### config.mk
export PLATFORM = sky130hd
export DESIGN_NAME = mem_arbiter
export DESIGN_NICKNAME = d
export VERILOG_FILES = /design/src/rtl/mem_arbiter.sv
export SDC_FILE = /design/constraint.sdc
export NUM_CORES = 1
export LEC_CHECK = 0
export CORE_MARGIN = 2
export CORE_UTILIZATION = 25
export DETAILED_ROUTE_END_ITERATION = 8
export SYNTH_ARGS = -nofsm -noshare
export SYNTH_HDL_FRONTEND = slang
export SYNTH_SLANG_ARGS = --single-unit
### constraint.sdc
create_clock -name clkIn -period 3 [get_ports clkIn]
set_input_delay 0.6 -clock clkIn [delete_from_list [all_inputs] [get_ports clkIn]]
set_output_delay 0.6 -clock clkIn [all_outputs]
set_load 0.05 [all_outputs]
### src/rtl/mem_arbiter.sv
// Byte-wide RAM arbiter that serves icache block refills and load/store requests.
// Define MEM_ARBITER_RR_EN for round-robin arbitration; otherwise load/store has fixed priority.
module mem_arbiter #(
    parameter int ADDR_WIDTH  = 17,
    parameter int BLOCK_WIDTH = 4
) (
    input  logic                              clkIn,
    input  logic                              resetIn,
    input  logic                              rdyIn,
    input  logic [7:0]                        ramDataIn,
    output logic [7:0]                        ramDataOut,
    output logic [ADDR_WIDTH-1:0]             ramAddr,
    output logic                              ramWr,
    input  logic                              icacheMiss,
    input  logic [ADDR_WIDTH-BLOCK_WIDTH-1:0] icacheAddr,
    output logic                              icacheDataValid,
    output logic [ADDR_WIDTH-BLOCK_WIDTH-1:0] icacheAddrOut,
    output logic [(2**BLOCK_WIDTH)*8-1:0]     icacheData,
    input  logic                              lsValid,
    input  logic                              lsWrite,
    input  logic [ADDR_WIDTH-1:0]             lsAddr,
    input  logic [1:0]                        lsSize,
    input  logic [31:0]                       lsDataIn,
    output logic                              lsDone,
    output logic [31:0]                       lsDataOut
);

    localparam int BLOCK_SIZE = 2**BLOCK_WIDTH;
    localparam int CW         = (BLOCK_WIDTH + 1 > 3) ? BLOCK_WIDTH + 1 : 3;

    typedef enum logic [2:0] {IDLE, FETCH, LOAD, STORE, DONE} state_t;

    state_t                  r_state, w_next;
    logic [CW-1:0]           r_k, r_n, w_byte;
    logic [ADDR_WIDTH-1:0]   r_addr;
    logic [31:0]             r_wdata, r_ldata, w_ld_merged;
    logic [BLOCK_SIZE*8-1:0] r_fill, w_fill_merged;
    logic                    r_src_ls;
    logic                    w_grant_ls, w_grant_ic;
    logic [CW-1:0]           w_req_n;

`ifdef MEM_ARBITER_RR_EN
    logic r_last_ls;
    assign w_grant_ls = lsValid && (!icacheMiss || !r_last_ls);
`else
    assign w_grant_ls = lsValid;
`endif
    assign w_grant_ic = icacheMiss && !w_grant_ls;

    always_comb begin
        case (lsSize)
            2'b00:   w_req_n = CW'(1);
            2'b01:   w_req_n = CW'(2);
            default: w_req_n = CW'(4);
        endcase
    end

    always_ff @(posedge clkIn or negedge resetIn) begin
        if (!resetIn) r_state <= IDLE;
        else if (rdyIn) r_state <= w_next;
    end

    always_comb begin
        w_next = r_state;
        case (r_state)
            IDLE: begin
                if (w_grant_ls)      w_next = lsWrite ? STORE : LOAD;
                else if (w_grant_ic) w_next = FETCH;
            end
            FETCH, LOAD: if (r_k == r_n) w_next = DONE;
            STORE:       if (r_k == r_n - CW'(1)) w_next = DONE;
            DONE:        w_next = IDLE;
            default:     w_next = IDLE;
        endcase
    end

    // Reads capture byte k-1 in the cycle that issues address k (1-cycle RAM latency).
    always_comb begin
        w_byte        = r_k - CW'(1);
        w_fill_merged = r_fill;
        w_ld_merged   = r_ldata;
        if (r_state == FETCH && r_k != '0)
            w_fill_merged[{w_byte[BLOCK_WIDTH-1:0], 3'b000} +: 8] = ramDataIn;
        if (r_state == LOAD && r_k != '0)
            w_ld_merged[{w_byte[1:0], 3'b000} +: 8] = ramDataIn;
    end

    always_ff @(posedge clkIn or negedge resetIn) begin
        if (!resetIn) begin
            r_k           <= '0;
            r_n           <= '0;
            r_addr        <= '0;
            r_wdata       <= '0;
            r_ldata       <= '0;
            r_fill        <= '0;
            r_src_ls      <= 1'b0;
            icacheData    <= '0;
            icacheAddrOut <= '0;
            lsDataOut     <= '0;
`ifdef MEM_ARBITER_RR_EN
            r_last_ls     <= 1'b0;
`endif
        end else if (rdyIn) begin
            case (r_state)
                IDLE: begin
                    r_k <= '0;
                    if (w_grant_ls) begin
                        r_addr   <= lsAddr;
                        r_wdata  <= lsDataIn;
                        r_n      <= w_req_n;
                        r_ldata  <= '0;
                        r_src_ls <= 1'b1;
`ifdef MEM_ARBITER_RR_EN
                        r_last_ls <= 1'b1;
`endif
                    end else if (w_grant_ic) begin
                        r_addr   <= {icacheAddr, {BLOCK_WIDTH{1'b0}}};
                        r_n      <= CW'(BLOCK_SIZE);
                        r_src_ls <= 1'b0;
`ifdef MEM_ARBITER_RR_EN
                        r_last_ls <= 1'b0;
`endif
                    end
                end
                FETCH: begin
                    r_k    <= r_k + CW'(1);
                    r_fill <= w_fill_merged;
                    if (r_k == r_n) begin
                        icacheData    <= w_fill_merged;
                        icacheAddrOut <= r_addr[ADDR_WIDTH-1:BLOCK_WIDTH];
                    end
                end
                LOAD: begin
                    r_k     <= r_k + CW'(1);
                    r_ldata <= w_ld_merged;
                    if (r_k == r_n) lsDataOut <= w_ld_merged;
                end
                STORE:   r_k <= r_k + CW'(1);
                default: r_k <= '0;
            endcase
        end
    end

    always_comb begin
        ramWr           = 1'b0;
        ramAddr         = '0;
        ramDataOut      = '0;
        icacheDataValid = 1'b0;
        lsDone          = 1'b0;
        case (r_state)
            FETCH, LOAD: begin
                if (r_k != r_n) ramAddr = r_addr + ADDR_WIDTH'(r_k);
            end
            STORE: begin
                ramWr      = rdyIn;
                ramAddr    = r_addr + ADDR_WIDTH'(r_k);
                ramDataOut = r_wdata[{r_k[1:0], 3'b000} +: 8];
            end
            DONE: begin
                icacheDataValid = rdyIn && !r_src_ls;
                lsDone          = rdyIn && r_src_ls;
            end
            default: ;
        endcase
    end

endmodule
==> After elaboration in Yosys (flattened, before gate mapping) <==
Cells that the tools add are included.
Widths: inputs -> output; s select.
{ "totals": {"output_inout_bits": 201, "memories": 0, "elab_cells": 81, "latch_bits": 0, "mem_bits_rw": 0, "input_bits": 78, "ff_bits": 396, "romBits": 0} }
{ "classes": {"order_cmp": 0, "n_reduce_logical": 21, "div": 0, "n_mux": 26, "add_sub_neg": 6, "n_eq_ne": 12, "n_mul": 0, "bitwise": 0, "shifts": 5} }
{ "op_table": {"columns": ["cell", "n"], "rows": [
  ["$bwmux 128", 1],
  ["$mux 128", 1],
  ["$shift 8x9->128 const A", 1],
  ["$shiftx 8x9->128", 1],
  ["$mux 32", 2],
  ["$pmux 32 s2", 1],
  ["$mux 17", 3],
  ["$pmux 17 s2", 1],
  ["$bwmux 32", 1],
  ["$shift 8x7->32 const A", 1],
  ["$shiftx 32x6->8", 1],
  ["$shiftx 8x7->32", 1],
  ["$add 17x5->17", 1],
  ["$mux 5", 3],
  ["$reduce_and 3->1", 5],
  ["$mux 3", 4],
  ["$eq 5x5->1", 2],
  ["$neg 7->9", 1],
  ["$pmux 3 s3", 1],
  ["$mux 8", 1],
  ["$neg 5->7", 1],
  ["$eq 3x2->1 const B", 2],
  ["$mux 1", 6],
  ["$ne 2x2->1 const B", 3],
  ["other kinds (19)", 25]
]} }

==> Logic depth before layout (Yosys ltp) <==
{ "logic_depth": {"depth_word": 6, "ltp_mapped": 13, "mapped_depth_nobuf": 9} }

==> Least setup slack after synthesis <==
OpenSTA, ideal clock, no wires.
{ "synth_path": {"kind": "reg2out", "start": "register r_k[1]", "end": "output ramAddr[8]", "n_path_buf": 2, "stages_incl_launch_ff": 11, "slack_ps": -717, "arrival_ps": 3117, "t_required_ps": 2400, "path_cell_list": "dfrtp_1 -> clkbuf_1 -> clkbuf_1 -> inv_1 -> fa_1 -> nor2b_1 -> o21ai_0 -> a21boi_1 -> o2111ai_1 -> xor2_1 -> nor2_1"} }
{ "synth_via": {"elab_chain_len": 3, "elab_cells_between_ends": 4, "cone_classes": "add/sub: 1; eq/ne: 1; mux: 2"} }
{ "synth_lines": {"columns": ["item", "line", "rtl"], "rows": [
  ["start, declared", "34", "logic [CW-1:0] r_k, r_n, w_byte;"],
  ["start signal, assigned", "126", "r_k <= r_k + CW'(1);"],
  ["start signal, assigned", "134", "r_k <= r_k + CW'(1);"],
  ["start signal, assigned", "138", "STORE: r_k <= r_k + CW'(1);"],
  ["$add 17x5->17 / $ne 5x5->1 (equally long branches)", "152, 156", null],
  ["$mux 17", "152", "if (r_k != r_n) ramAddr = r_addr + ADDR_WIDTH'(r_k);"],
  ["$pmux 17 s2 (*)", "150", "case (r_state)"],
  ["end, declared", "12", "output logic [ADDR_WIDTH-1:0] ramAddr,"]
]} }
Every way passes the cells marked *; elsewhere a longest branch is shown, timed or not.

==> Final worst setup path <==
{ "layout_path": {"start": "register r_addr[0]", "end": "output ramAddr[16]"} }
{ "layout_via": {"elab_chain_len": 3} }
{ "layout_lines": {"columns": ["item", "line", "rtl"], "rows": [
  ["start, declared", "35", "logic [ADDR_WIDTH-1:0] r_addr;"],
  ["start signal, assigned", "108", "r_addr <= lsAddr;"],
  ["start signal, assigned", "117", "r_addr <= {icacheAddr, {BLOCK_WIDTH{1'b0}}};"],
  ["$add 17x5->17 (*)", "152, 156", null],
  ["$mux 17", "152", null],
  ["$pmux 17 s2 (*)", "150", null]
]} }
Marked as above.

==> run_results.csv <==
group,metric,value,unit
power,netSwitchingPower,9.55,mW
clock_tree,clk_pin_slew,0.06,ns
drt,drt-total-wl,60200,um
floorplanning,rows,98,
synthesis,syn_area,18100,um^2
floorplanning,start_util,25.3,%
setup_path,cp_slowest_cell,"dfrtp_1",
setup_path,startpoint_type,"flop",
synthesis,yosys.area_share.simple,17.2,%
setup_path,crit_type,"reg -> out",
worst_hold_path,min_path_type,"in -> async",
global_route,grt_overflow,0,
drt,routed-via-count,14493,
clock_tree,cts_buffers,48,
floorplanning,die-area,74700,um^2
synthesis,synth-xor-area-share,1.25,%
drt,drc,0,
timing,rsz0062_at_grt,"true",
final_layout,nets,2186,
floorplanning,fp.dieW,273,um
clock_tree,cts_root_buffer,"clkbuf_16",
power,combinationalPowerShare,43.2,%
timing,drv_slew,0,
setup_path,cp_top_family,"adder cells",
synthesis,yosys-top-cells-area,"dfrtp_1 (55%), nand2_1 (7.7%), mux2_2 (6.5%), mux2i_1 (4.6%), o21ai_0 (3.3%)",
setup_path,slowest_delay,0.38,ns
clock_tree,cts_tree,"done",
power,p_clk_share,25.7,%
synthesis,synth_edf_count,0,
timing,finalWorstSetupSlack,-0.258,ns
power,ir_drop,529,uV
timing,hold_violations,11,
timing,post-route-period-util,109,%
placement,hpwlAfterDp,43800,um
floorplanning,io_pins,279,
power,switching_share,40.8,%
timing,fmax,307,MHz
drt,drt_iter0_markers,861,
global_route,antenna_found_initial,2,
clock_tree,cts.sinks,395,
setup_path,crit_fanout,7,
timing,finalCriticalPeriod,3.26,ns
power,p_leak,11.1,nW
placement,pre_cts_slack,-0.0178,ns
synthesis,synth_mux_area_share,12.2,%
status,violations,"hold timing, setup timing",
placement,gp_congestion,0.804,
synthesis,syn_avg_cell_area,10.3,um^2
timing,slew_headroom,46.3,%
drt,firstDrtPassIters,5,
final_layout,layout-drive-gt1-share,22.3,%
synthesis,synth_commonest_cells,"dfrtp_1 (395), nand2_1 (373), o21ai_0 (118)",
power,seqPwrFrac,31.1,%
drt,routedWlPerCell,19.5,um
timing,clock_skew,0.0300,ns
placement,io_buffers,278,
synthesis,synth_compound_area_share,10.6,%
setup_path,cp.required,2.40,ns
synthesis,synth.distinct_cells,67,
clock_tree,clk_path_buf_depth,3,
synthesis,synth_most_common_cell,"dfrtp_1",
floorplanning,coreArea,71600,um^2
drt,ant_nets,0,
synthesis,synthCells,1755,
synthesis,synth_top_family_by_area,"simple AND/OR/NAND/NOR gates",
timing,whs,-0.0160,ns
setup_path,crit_buf_inv,3,
synthesis,yosysTopAreaCell,"dfrtp_1",
synthesis,yosysSeqAreaShare,54.5,%
timing,worst-slew-pin-transition,0.796,ns
synthesis,yosys_warnings,0,
clock_tree,ctsHoldBuffers,0,
synthesis,synth_seq_cells,395,
final_layout,syn_to_final_growth,39.2,%
power,p_per_area,927,nW/um^2
setup_path,worstPathCellList,"ha_4 -> inv_2 -> fa_2 -> nor2b_4 -> o21ai_2 -> a21boi_2 -> buf_6 -> o211ai_1 -> xor2_1 -> nor2_4 -> buf_12",
global_route,grt_pass1_wl,91700,um
flow_run,maxCapViolCount,0,
global_route,grt_pass1_vias,14996,
floorplanning,die-height,273,um
synthesis,async_flop_share,100,%
drt,viasPerCell,4.70,
synthesis,synthFlopType,"dfrtp_1",
global_route,grt_max_degree,90,
global_route,grt_usage,15.9,%
synthesis,synth_top_area_share,54.5,%
status,status,"finished with violations",
setup_path,arrival,2.66,ns
power,power.internal,13.8,mW
synthesis,yosys.area_share.adder,1.08,%
setup_path,crit_path_end_kind,"output pin",
synthesis,synth.net_count,1848,
clock_tree,clock_latency,0.61,ns
timing,setup_viol,17,
clock_tree,htree_levels,2,
==> power by group through the flow <==
stage / logic, mW / registers (mW) / clock network, mW
global placement: 8.91 / 7.26 / 0
detailed placement: 9.03 / 7.32 / 0
finish: 10.1 / 7.27 / 6.02
floorplan: 4.12 / 8.66 / 0
global route: 10.8 / 7.40 / 6.40
CTS: 9.66 / 7.26 / 6.19
==> cells by family after synthesis <==
| logic type | after synthesis |
|---|---|
| muxes | 198 |
| DFF | 395 |
| xor gates and xnor gates | 25 |
| buffers and inverters | 136 |
| and+or+nand+nor | 678 |
| adders and majority gates | 15 |
| AOI/OAI and AO/OA | 308 |
==> metrics by stage <==
step	cell area (um^2)	total power, mW	instances	utilization [%]	TNS [ns]
6_report	25300	23.4	3084	35.3	-2.44
5_1_grt	25300	24.6	3084	35.3	-4.20
4_1_cts	24900	23.1	3068	34.8	-2.77
3_5_place_dp	22700	16.3	2962	31.7	-0.0178
3_3_place_gp	22700	16.2	2962	31.7	0
2_1_floorplan	18200	12.8	1755	-	-1.36
==> sequential cells by signal (all words and copies together), names as in the netlist, 4 cells and up <==
| name | count |
|---|---|
| r_wdata | 32 |
| r_ldata | 32 |
| r_fill | 128 |
| r_n | 4 |
| r_k | 5 |
| icacheData | 128 |
| r_addr | 17 |
| lsDataOut | 32 |
| icacheAddrOut | 13 |
==> repair_timing <==
item,CTS,global route
pin swaps,20,16
cloned,1,1
setup buffers,15,14
gates resized for setup,82,44
endpoints found under the setup margin,28,187
==> cells in the final DEF (no fill, tap or decap), types with 9 or more instances in the layout <==
| cell | count |
|---|---|
| o21ai_1 | 16 |
| nor2_1 | 97 |
| dfrtp_1 | 392 |
| buf_12 | 36 |
| o22ai_1 | 13 |
| ha_1 | 11 |
| a31oi_1 | 19 |
| nand3_1 | 18 |
| nand4_1 | 17 |
| clkbuf_1 | 9 |
| inv_1 | 14 |
| buf_4 | 94 |
| nor3_1 | 27 |
| clkinv_2 | 9 |
| o21ai_0 | 113 |
| a221o_1 | 13 |
| mux2i_1 | 80 |
| nor2_4 | 23 |
| clkbuf_16 | 49 |
| nand2_1 | 368 |
| a22o_1 | 18 |
| mux2_2 | 105 |
| clkdlybuf4s50_1 | 249 |
| o211ai_1 | 10 |
| buf_6 | 22 |
| a21oi_1 | 55 |
| a32o_1 | 16 |
| and3_1 | 40 |
==> routing by layer <==
metal	vias up	GRT usage [%]	wire (um)
met5	-	0	13
met4	2	5.45	1810
met3	104	3.98	3970
met2	422	25.8	28200
met1	7196	20.7	26100
li1	6769	-	-
==> cell type report <==
| class | count | area, um^2 |
|---|---|---|
| antenna | 1 | 2.50 |
| clock buffer | 63 | 1320 |
| clock inverter | 27 | 325 |
| fill | 7165 | 46400 |
| inverter | 17 | 63.8 |
| multi-input combinational | 1224 | 8180 |
| sequential | 395 | 9890 |
| tap | 950 | 1190 |
| timing repair buffer | 407 | 4280 |
==> final timing paths <==
| check | depth (start not counted) | slack, ns | from | end |
|---|---|---|---|---|
| setup / recovery | 11 | -0.26 | r_addr[0]$_DFFE_PN0P_ | ramAddr[16] |
| hold / removal | 1 | -0.02 | resetIn | icacheData[123]$_DFFE_PN0P_ |
| setup reg to reg | 10 | 0.11 | r_k[1]$_DFFE_PN0P_ | r_fill[70]$_DFFE_PN0P_ |
| hold reg to reg | 2 | 0.47 | r_wdata[25]$_DFFE_PN0P_ | r_wdata[25]$_DFFE_PN0P_ |
| max in group asynchronous | 2 | 2.13 | resetIn | r_fill[112]$_DFFE_PN0P_ |
| min in group clkIn | 2 | 0.47 | r_wdata[25]$_DFFE_PN0P_ | r_wdata[25]$_DFFE_PN0P_ |
Note: power is estimated with default switching activity, not from simulation.
